<file path="src/rtl/pipe_ctrl_pkg.sv">
// Shared pipeline-control definitions: controller states,
// default counter widths and the core's opcode map.
package pipe_ctrl_pkg;

    typedef enum logic [1:0] {
        RUN   = 2'd0,
        FLUSH = 2'd1,
        HALT  = 2'd2
    } state_t;

    localparam int SC_W_DEF = 16;
    localparam int FC_W_DEF = 8;

    localparam logic [6:0] OPC_LOAD   = 7'b0000011;
    localparam logic [6:0] OPC_STORE  = 7'b0100011;
    localparam logic [6:0] OPC_BRANCH = 7'b1100011;
    localparam logic [6:0] OPC_JAL    = 7'b1101111;
    localparam logic [6:0] OPC_JALR   = 7'b1100111;
    localparam logic [6:0] OPC_OP     = 7'b0110011;
    localparam logic [6:0] OPC_OPIMM  = 7'b0010011;
    localparam logic [6:0] OPC_LUI    = 7'b0110111;
    localparam logic [6:0] OPC_HALT   = 7'b1110011;

endpackage

</file>
<file path="src/rtl/hazard_stall_ctrl_sat_counter.sv">
// Up-counter that sticks at all-ones instead of wrapping.
module sat_counter #(
    parameter int W = 8
) (
    input  logic         clk,
    input  logic         rst,
    input  logic         inc,
    output logic [W-1:0] count
);

    always_ff @(posedge clk or posedge rst) begin
        if (rst) begin
            count <= '0;
        end else if (inc && (count != '1)) begin
            count <= count + 1'b1;
        end
    end

endmodule

</file>
<file path="src/rtl/hazard_stall_ctrl.sv">
// Pipeline enable/flush/bubble responder for the 5-stage core,
// with sticky halt/stall-error status and saturating counters.
module hazard_stall_ctrl
    import pipe_ctrl_pkg::*;
#(
    parameter int FLUSH_CYCLES = 1,
    parameter int MAX_STALL    = 3,
    parameter int SC_W         = SC_W_DEF,
    parameter int FC_W         = FC_W_DEF
) (
    input  logic            clk,
    input  logic            rst,
    input  logic            stall_req,
    input  logic            branch_taken,
    input  logic            mem_busy,
    input  logic            halt_req,
    output logic            pc_en,
    output logic            pc_sel_branch,
    output logic            ifid_en,
    output logic            ifid_flush,
    output logic            idex_bubble,
    output logic            exmem_en,
    output logic            memwb_en,
    output logic            forward_en,
    output logic            halted,
    output logic            err_stall,
    output logic [SC_W-1:0] stall_cycles,
    output logic [FC_W-1:0] flush_count
);

    localparam logic [4:0] RUN_ERR = 5'(MAX_STALL);
    localparam logic [2:0] FL_LOAD = 3'(FLUSH_CYCLES - 1);

    state_t     state, state_nx;
    logic [2:0] fl_cnt, fl_cnt_nx;
    logic [4:0] run_cnt;
    logic       sc_inc, fc_inc, stall_hit;

    always_comb begin
        pc_en         = 1'b1;
        pc_sel_branch = 1'b0;
        ifid_en       = 1'b1;
        ifid_flush    = 1'b0;
        idex_bubble   = 1'b0;
        exmem_en      = 1'b1;
        memwb_en      = 1'b1;
        state_nx      = state;
        fl_cnt_nx     = fl_cnt;
        sc_inc        = 1'b0;
        fc_inc        = 1'b0;
        stall_hit     = 1'b0;
        if (rst) begin
            pc_en       = 1'b0;
            ifid_en     = 1'b0;
            exmem_en    = 1'b0;
            memwb_en    = 1'b0;
            ifid_flush  = 1'b1;
            idex_bubble = 1'b1;
        end else begin
            unique case (state)
                RUN, FLUSH: begin
                    if (mem_busy) begin
                        pc_en    = 1'b0;
                        ifid_en  = 1'b0;
                        exmem_en = 1'b0;
                        memwb_en = 1'b0;
                        sc_inc   = 1'b1;
                    end else if (halt_req) begin
                        pc_en       = 1'b0;
                        ifid_en     = 1'b0;
                        idex_bubble = 1'b1;
                        state_nx    = HALT;
                    end else if (state == FLUSH) begin
                        ifid_flush  = 1'b1;
                        idex_bubble = 1'b1;
                        fl_cnt_nx   = fl_cnt - 3'd1;
                        if (fl_cnt <= 3'd1) begin
                            state_nx = RUN;
                        end
                    end else if (branch_taken) begin
                        pc_sel_branch = 1'b1;
                        ifid_flush    = 1'b1;
                        idex_bubble   = 1'b1;
                        fc_inc        = 1'b1;
                        if (FLUSH_CYCLES > 1) begin
                            state_nx  = FLUSH;
                            fl_cnt_nx = FL_LOAD;
                        end
                    end else if (stall_req) begin
                        pc_en       = 1'b0;
                        ifid_en     = 1'b0;
                        idex_bubble = 1'b1;
                        sc_inc      = 1'b1;
                        stall_hit   = 1'b1;
                    end
                end
                HALT: begin
                    pc_en       = 1'b0;
                    ifid_en     = 1'b0;
                    idex_bubble = 1'b1;
                    exmem_en    = !mem_busy;
                    memwb_en    = !mem_busy;
                end
                default: state_nx = RUN;
            endcase
        end
    end

    always_ff @(posedge clk or posedge rst) begin
        if (rst) begin
            state      <= RUN;
            fl_cnt     <= '0;
            run_cnt    <= '0;
            forward_en <= 1'b0;
            err_stall  <= 1'b0;
        end else begin
            state      <= state_nx;
            fl_cnt     <= fl_cnt_nx;
            forward_en <= 1'b1;
            // Run length only grows on stalls that actually took effect.
            if (!stall_req) begin
                run_cnt <= '0;
            end else if (stall_hit && (run_cnt <= RUN_ERR)) begin
                run_cnt <= run_cnt + 5'd1;
            end
            if (stall_hit && (run_cnt == RUN_ERR)) begin
                err_stall <= 1'b1;
            end
        end
    end

    assign halted = (state == HALT);

    sat_counter #(.W(SC_W)) u_stall_cnt (
        .clk   (clk),
        .rst   (rst),
        .inc   (sc_inc),
        .count (stall_cycles)
    );

    sat_counter #(.W(FC_W)) u_flush_cnt (
        .clk   (clk),
        .rst   (rst),
        .inc   (fc_inc),
        .count (flush_count)
    );

endmodule

</file>
<file path="config.mk">
export PLATFORM = sky130hd
export DESIGN_NAME = hazard_stall_ctrl
export DESIGN_NICKNAME = d
export VERILOG_FILES = /design/src/rtl/pipe_ctrl_pkg.sv /design/src/rtl/hazard_stall_ctrl_sat_counter.sv /design/src/rtl/hazard_stall_ctrl.sv
export SDC_FILE = /design/constraint.sdc
export NUM_CORES = 1
export LEC_CHECK = 0
export CORE_AREA = 2 2 61 63
export DETAILED_ROUTE_END_ITERATION = 12
export DIE_AREA = 0 0 63 65
export PLACE_DENSITY_LB_ADDON = 0.12
export REMOVE_ABC_BUFFERS = 1
export SLEW_MARGIN = 20
export SYNTH_ARGS = -nofsm -noshare
export SYNTH_HDL_FRONTEND = slang
export SYNTH_SLANG_ARGS = --single-unit
export TNS_END_PERCENT = 1
</file>
<file path="constraint.sdc">
create_clock -name clk -period 2.2 [get_ports clk]
set_clock_uncertainty 0.1 [all_clocks]
set_input_delay 0.33 -clock clk [delete_from_list [all_inputs] [get_ports clk]]
set_output_delay 0.33 -clock clk [all_outputs]
set_load 0.01 [all_outputs]
</file>
==> metrics, run 1 <==
status=finished clean; max incr delay on CP=0.46 ns; VDD IR max=457.9 uV; DRC viols=0; total gr overflow=0; Clk Latency, worst-skew pair=0.33 ns; Port Buffers=39; fin. max-slew vios=0; HPWL after detailed placement=2.345 mm; worst min-delay path category=register to register; Syn Area/Cell=10.90 um2; Worst path slowest cell=clkdlybuf4s50_1; minimum clock period=2.099 ns; largest net degree at the start of global routing=34; Post-synth top flop=dfrtp_1; cells along the critical path=clkdlybuf4s50_1, nor4b_2, buf_4, and2_1, dlygate4sd2_1; fmax=476.4 MHz; Starting Density=45.20%; synthesis-to-finish area growth=36.66%; fin util=61.78%; initial antenna violation count=0; Die ar.=0.004095 mm2; Final Instance Count excl. Fillers=250; FF+latch area=800.8 um2; worst-path fanout max=3; DRT antenna net count=0; Crit. End Element=output pin; #FFs+latches synth=32; RSZ-0062 raised after global routing=no; Syn Inst Count=145; final period utilization=95.41%; number of global-route vias before repair=1268; asr flop ratio synth=100.0%; setup ws final=0.1011 ns; Seq/Total Area, Yosys=50.67%; Vias/cell=5.064; first-pass GRT wire length=5.644 mm; DR WL/cell=12.88 um; share of layout cells above drive strength 1=17.33%; Fill cells=316; cts bufs inserted=5; Multi-input gate area=748.2 um2; # H-tree levels=2; initial DRC count=51; Syn. warnings=0; Final #Nets=211; via count=1266; Lkg Pwr=0.0009816 uW; Core ar.=0.003496 mm2; die span in y=65 um; gr usage total=17.75%; gpl congestion=0.8417; I/O Pins=40; TritonCTS clock tree=built; drt pass-1 iters=4; Antenna Cells=0; # setup viols final=0; Post-synth EDFFs=0; Final Cell Area=0.002160 mm2; Setup crit start kind=primary input; Post-Route WL=3.219 mm; critical path class=primary input to output pin; Setup WS pre-CTS=-0.2719 ns; Rows=22; CTS Sinks=32; Final Hold Fails=0; mapped cell area=0.001580 mm2; max_cap viols=0; WP data required=1.77 ns; R2R Setup Slk=0.29 ns; placed inst area=0.002116 mm2; Worst EP arrival=1.67 ns; CTS Root Cell=clkbuf_4; Yosys cell types=36; Reg clk slew, reported paths=0.10 ns; Max clock buf depth=2; Die Wd=63 um; Inst Count DP=243; PD cells=562.0 mW/mm2
## layout make-up
type                    count  area share, %
flip-flops and latches     32          37.08
multi-input cells         104          34.65
repair buffers             53          22.31
well taps                  48          2.781
clock buffers               6          1.912
inverters                   6          1.043
clock inverters             1         0.2317
## metal layers
metal	part of all wire, %	vias to the layer above	GRT usage [%]
li1	-	623	-
met1	45	610	20.47
met2	50	28	30.45
met3	4.0	5	5.556
met4	1.6	0	7.500
met5	0	-	0
## synth_stat cells, types with 2 or more instances
cell | count | area (um2)
nor3b_1 | 2 | 15.01
nor2_1 | 10 | 37.54
nor4_1 | 3 | 18.77
xor2_1 | 11 | 96.34
buf_4 | 2 | 15.01
a21o_1 | 2 | 15.01
o21ai_0 | 2 | 10.01
or2_2 | 2 | 12.51
nor4b_1 | 2 | 17.52
mux2i_1 | 2 | 20.02
mux2_2 | 2 | 22.52
inv_1 | 6 | 22.52
nand2_1 | 8 | 30.03
nand3_1 | 5 | 25.02
xnor2_1 | 10 | 87.58
and2_1 | 6 | 37.54
nand4_1 | 7 | 43.79
ha_1 | 3 | 37.54
and3_1 | 4 | 25.02
nor3_1 | 4 | 20.02
dfrtp_1 | 32 | 800.8
a21oi_1 | 2 | 10.01
and4_1 | 5 | 43.79
## where the power goes
group	internal (uW)	total (uW)	leakage [uW]	switching (uW)
combinational	132	225	0.000538	92.5
clock	118	307	0.0000281	189
sequential	630	682	0.000415	51.9
total	880	1210	0.000982	334
## per-stage QoR
stage / power [uW] / hold WS (ns) / TNS [ns]
floorplan: 780.6 / 0.3442 / 0
global placement: 915.3 / 0.3512 / -0.9725
detailed placement: 920.5 / 0.3624 / -1.099
CTS: 1235 / 0.3861 / -0.009445
global route: 1301 / 0.4096 / 0
finish: 1214 / 0.3760 / 0
## sequential cells by signal (all words and copies together) (netlist names)
name	count
err_stall	1
forward_en	1
run_cnt	5
state	1
u_flush_cnt.count	8
u_stall_cnt.count	16
## cells by family after synthesis
group,count (synthesis),share of synthesized area (%)
AND/OR/NAND/NOR,65,25.18
flip-flops,32,50.67
XOR/XNOR,21,11.64
AO/OA/AOI/OAI,10,4.513
buffers and inverters,9,2.691
multiplexers,4,2.692
adder cells (fa/ha/maj),3,2.376
other,1,0.2373
## path summary, 6_finish.rpt
path | startpoint | end | cells after the start
setup / recovery | halt_req | pc_sel_branch | 5
hold / removal | err_stall | err_stall | 1
setup reg to reg | state[1] | run_cnt[0] | 5
hold reg to reg | err_stall | err_stall | 1
max in group asynchronous | rst | u_stall_cnt.count[0] | 4
min in group asynchronous | rst | u_flush_cnt.count[6] | 4
## worst max-delay path: cells and delay by family
| family | cells | cell delay (ns) |
|---|---|---|
| buf+inv | 3 | 0.89 |
| simple gates | 2 | 0.45 |
## cell usage in the layout, fill, tap and decap left out, drive strengths merged
cell type and count:
xnor2 10, nand2 8, xor2 11, nand4 7, or3 2, dfrtp 32, nor4b 2, o21a 1
clkinv 1, and2 7, nor3b 2, a21oi 2, o2111a 1, ha 3, clkbuf 8, and4 5
nor2 10, conb 1, buf 14, mux2i 2, nor4 4, or4 1, o21ai 3, mux2 2
or2 2, a21o 2, nand3 5, nand2b 1, inv 6, clkdlybuf4s50 34, and3 5, nor3 4
o2111ai 1, dlygate4sd2 3
## what timing repair did
item,CTS,global route
setup endpoints to repair,5,4
setup buffers,0,0
hold buffers,0,0
gates resized for setup,6,6
Power figures use the tool's default switching activity.
==> run 2, diff against run 1 <==
--- a/config.mk
+++ b/config.mk
@@ -5,9 +5,10 @@
 export SDC_FILE = /design/constraint.sdc
 export NUM_CORES = 1
 export LEC_CHECK = 0
-export CORE_AREA = 2 2 61 63
+export ABC_AREA = 1
+export CORE_AREA = 2 2 64 66
 export DETAILED_ROUTE_END_ITERATION = 12
-export DIE_AREA = 0 0 63 65
+export DIE_AREA = 0 0 66 68
 export PLACE_DENSITY_LB_ADDON = 0.12
 export REMOVE_ABC_BUFFERS = 1
 export SLEW_MARGIN = 20
==> run 2 against run 1 <==
Via count is 31% higher; routed wire length is 18% higher; flip-flop and latch count stayed put; sequential share of layout area is 4.3 points lower; non-clock buffer count is 5 lower; largest power group unchanged.
==> metrics, run 2 <==
status=finished clean; initial DRC count=104 (+100%); Hold Path Depth=2 (+1); HP Start=run_cnt[3]; Final Hold Fails=0 (unchanged); critical path class=primary input to output pin; placed inst area=0.002330 mm2 (+10%); worst-path fanout max=4 (+1); gpl congestion=0.8861 (+5.3%); Syn Inst Count=246 (+70%); Max clock buf depth=2 (unchanged); DRC viols=0 (unchanged); max incr delay on CP=0.56 ns (+0.10 ns); Final #Nets=306 (+45%); die span in y=68 um (+4.6%); final period utilization=95.33% (about the same); Worst Hold Path EP=run_cnt[3]; hold_buf cts=0 (unchanged); Seq/Total Area, Yosys=43.36% (-7.3 points); Sequential Power Share=44.8% (-11 points); gr usage total=18.77% (+1.0 points); Starting Density=47.89% (+2.7 points); Final Cell Area=0.002444 mm2 (+13%); Biggest register=u_stall_cnt.count; Die Wd=66 um (+4.8%); CP dominant cell by count=clkdlybuf4s50_1; PD cells=644.9 mW/mm2 (+15%); VDD IR max=370.3 uV (-19%); Pint=1134 uW (+29%); Final Instance Count excl. Fillers=348 (+39%); cells along the critical path=clkdlybuf4s50_1, nor2_2, buf_4, o21ai_0, clkdlybuf4s50_1; DRT antenna net count=0 (unchanged); Antenna Cells=0 (unchanged); Buf+Inv Stages, Crit Path=3 (unchanged); max_cap viols=0 (unchanged); TritonCTS clock tree=built; Net Switching=442.1 uW (+32%); Synth area leader=dfrtp_1; fin. max-slew vios=0 (unchanged); I/O Pins=40 (unchanged); Worst path top cell family by delay=buffers and inverters; Post-synth EDFFs=0 (unchanged); most common cell in the netlist=nand2_1; first-pass GRT wire length=6.368 mm (+13%); Vias/cell=4.770 (-5.8%); Core ar.=0.003856 mm2 (+10%); Setup crit start kind=primary input; Lkg Pwr=0.001158 uW (+18%); Syn Area/Cell=7.507 um2 (-31%); Yosys cell types=28 (-22%); HPWL after detailed placement=2.665 mm (+14%); Clk Latency, worst-skew pair=0.29 ns (-0.04 ns); Sw Share=28.06% (+0.55 points); total gr overflow=0 (unchanged); CTS Sinks=32 (unchanged); DR WL/cell=10.94 um (-15%); number of global-route vias before repair=1486 (+17%); commonest non-fill, non-tap cell in the layout=nand2_1; WP data required=1.77 ns (about the same); fmax=476.8 MHz (about the same); minimum clock period=2.097 ns (-0.001750 ns); mapped cell area=0.001847 mm2 (+17%); Die ar.=0.004488 mm2 (+9.6%); initial antenna violation count=0 (unchanged); R2R Setup Slk=0.41 ns (+0.12 ns); synth cell count leaders=98 x nand2_1, 32 x dfrtp_1, 24 x nor2_1, 22 x inv_1, 11 x nand3_1; largest net degree at the start of global routing=33 (-2.9%); Worst path slowest cell=clkdlybuf4s50_1; Rows=23 (+4.5%); drt pass-1 iters=5 (+1); CTS Root Cell=clkbuf_8; top cell type's share of synthesized area=43.36% (-7.3 points); largest cells by area after synthesis=dfrtp_1 43%, nand2_1 20%, nor2_1 4.9%, inv_1 4.5%, xnor2_1 3.8%; worst min-delay path category=register to register; #FFs+latches synth=32 (unchanged); cts bufs inserted=5 (unchanged); synthesis-to-finish area growth=32.32%; commonest non-fill, non-tap cells in the layout=98 x nand2_1, 35 x clkdlybuf4s50_1, 32 x dfrtp_1; Worst EP arrival=1.67 ns (about the same); r2r endpoint=u_stall_cnt.count[0]; Post-Route WL=3.806 mm (+18%); reg2reg start=u_stall_cnt.count[0]; Port Buffers=39 (unchanged); asr flop ratio synth=100.0% (unchanged); Inst Count DP=340 (+40%); logic gate share of total power=18.8% (+0.3 points); share of layout cells above drive strength 1=10.74% (-6.6 points); Syn. warnings=0 (unchanged); Post-synth top flop=dfrtp_1; Crit. End Element=output pin; Regs by FF count=u_stall_cnt.count (16), u_flush_cnt.count (8), run_cnt (5); via count=1660 (+31%); reg2reg path depth=7 (+2); # setup viols final=0 (unchanged); # H-tree levels=2 (unchanged); Reg clk slew, reported paths=0.06 ns (-0.04 ns); Clk pwr share=36.4% (+11 points); setup bufs post-CTS=0 (unchanged); RSZ-0062 raised after global routing=no; max reg flops=16 (unchanged)
run 2: power by group through the flow:
stage	Clock (uW)	Sequential, uW	Combinational (uW)
2_1_floorplan	0	730	129
3_3_place_gp	0	714	294
3_5_place_dp	0	716	302
4_1_cts	588	704	303
5_1_grt	611	714	335
6_report	574	705	297
run 2: timing repair:
| item | in CTS | in global routing |
|---|---|---|
| setup endpoints to repair | 2 | 2 |
| hold endpoints to repair | 0 | 0 |
| resized for setup | 2 | 2 |
run 2: how the worst max path moves through the flow:
| stage | start | end | slack (ns) | cells past startpoint |
|---|---|---|---|---|
| after floorplan | rst | ifid_flush | 0.49 | 2 |
| after global placement | rst | pc_en | -0.007 | 5 |
| after detailed placement | rst | pc_en | -0.03 | 5 |
| after CTS | rst | pc_sel_branch | 0.02 | 6 |
| after global routing | stall_req | idex_bubble | 0.004 | 4 |
| final | rst | idex_bubble | 0.10 | 5 |
run 2: stage by stage:
stage | power (uW) | util [%] | setup slack (ns) | hold WS (ns) | setup TNS (ns)
2_1_floorplan | 858.2 | - | 0.4863 | 0.3314 | 0
3_3_place_gp | 1008 | 60.42 | -0.007074 | 0.3456 | -0.01372
3_5_place_dp | 1018 | 60.42 | -0.03240 | 0.3513 | -0.06347
4_1_cts | 1595 | 63.24 | 0.01671 | 0.3678 | 0
5_1_grt | 1660 | 63.37 | 0.004198 | 0.3754 | 0
6_report | 1576 | 63.37 | 0.1028 | 0.3650 | 0
run 2: worst min-delay path, delay by kind of cell, from the launching register on:
kind          cells  cell delay [ns]
flops             1             0.35
simple gates      1             0.05
buf+inv           1             0.04
run 2: per-layer routing:
layer / wire [um] / global-route usage, %
met1: 1723 / 22.97
met2: 1770 / 30.56
met3: 245 / 6.579
met4: 67 / 7.398
met5: 0 / 0
run 2: final cells by class:
| class | instances | area, um2 |
|---|---|---|
| Timing Repair Buffer | 48 | 460.4 |
| Inverter | 24 | 90.09 |
| Multi-Input combinational cell | 186 | 918.4 |
| Tap cell | 50 | 62.56 |
| Sequential cell | 32 | 800.8 |
| Clock inverter | 3 | 42.54 |
| Clock buffer | 5 | 68.82 |
| Fill cell | 374 | 1413 |
run 2: cells by family (layout without fill, tap and decap cells):
| logic type | count (synthesis) | count (layout) | synth area share [%] |
|---|---|---|---|
| xor gates and xnor gates | 13 | 13 | 6.165 |
| AOI/OAI and AO/OA | 18 | 18 | 6.912 |
| DFF | 32 | 32 | 43.36 |
| and+or+nand+nor | 151 | 151 | 34.42 |
| other | 1 | 1 | 0.2031 |
| buffers and inverters | 28 | 80 | 6.910 |
| adders and majority gates | 3 | 3 | 2.033 |
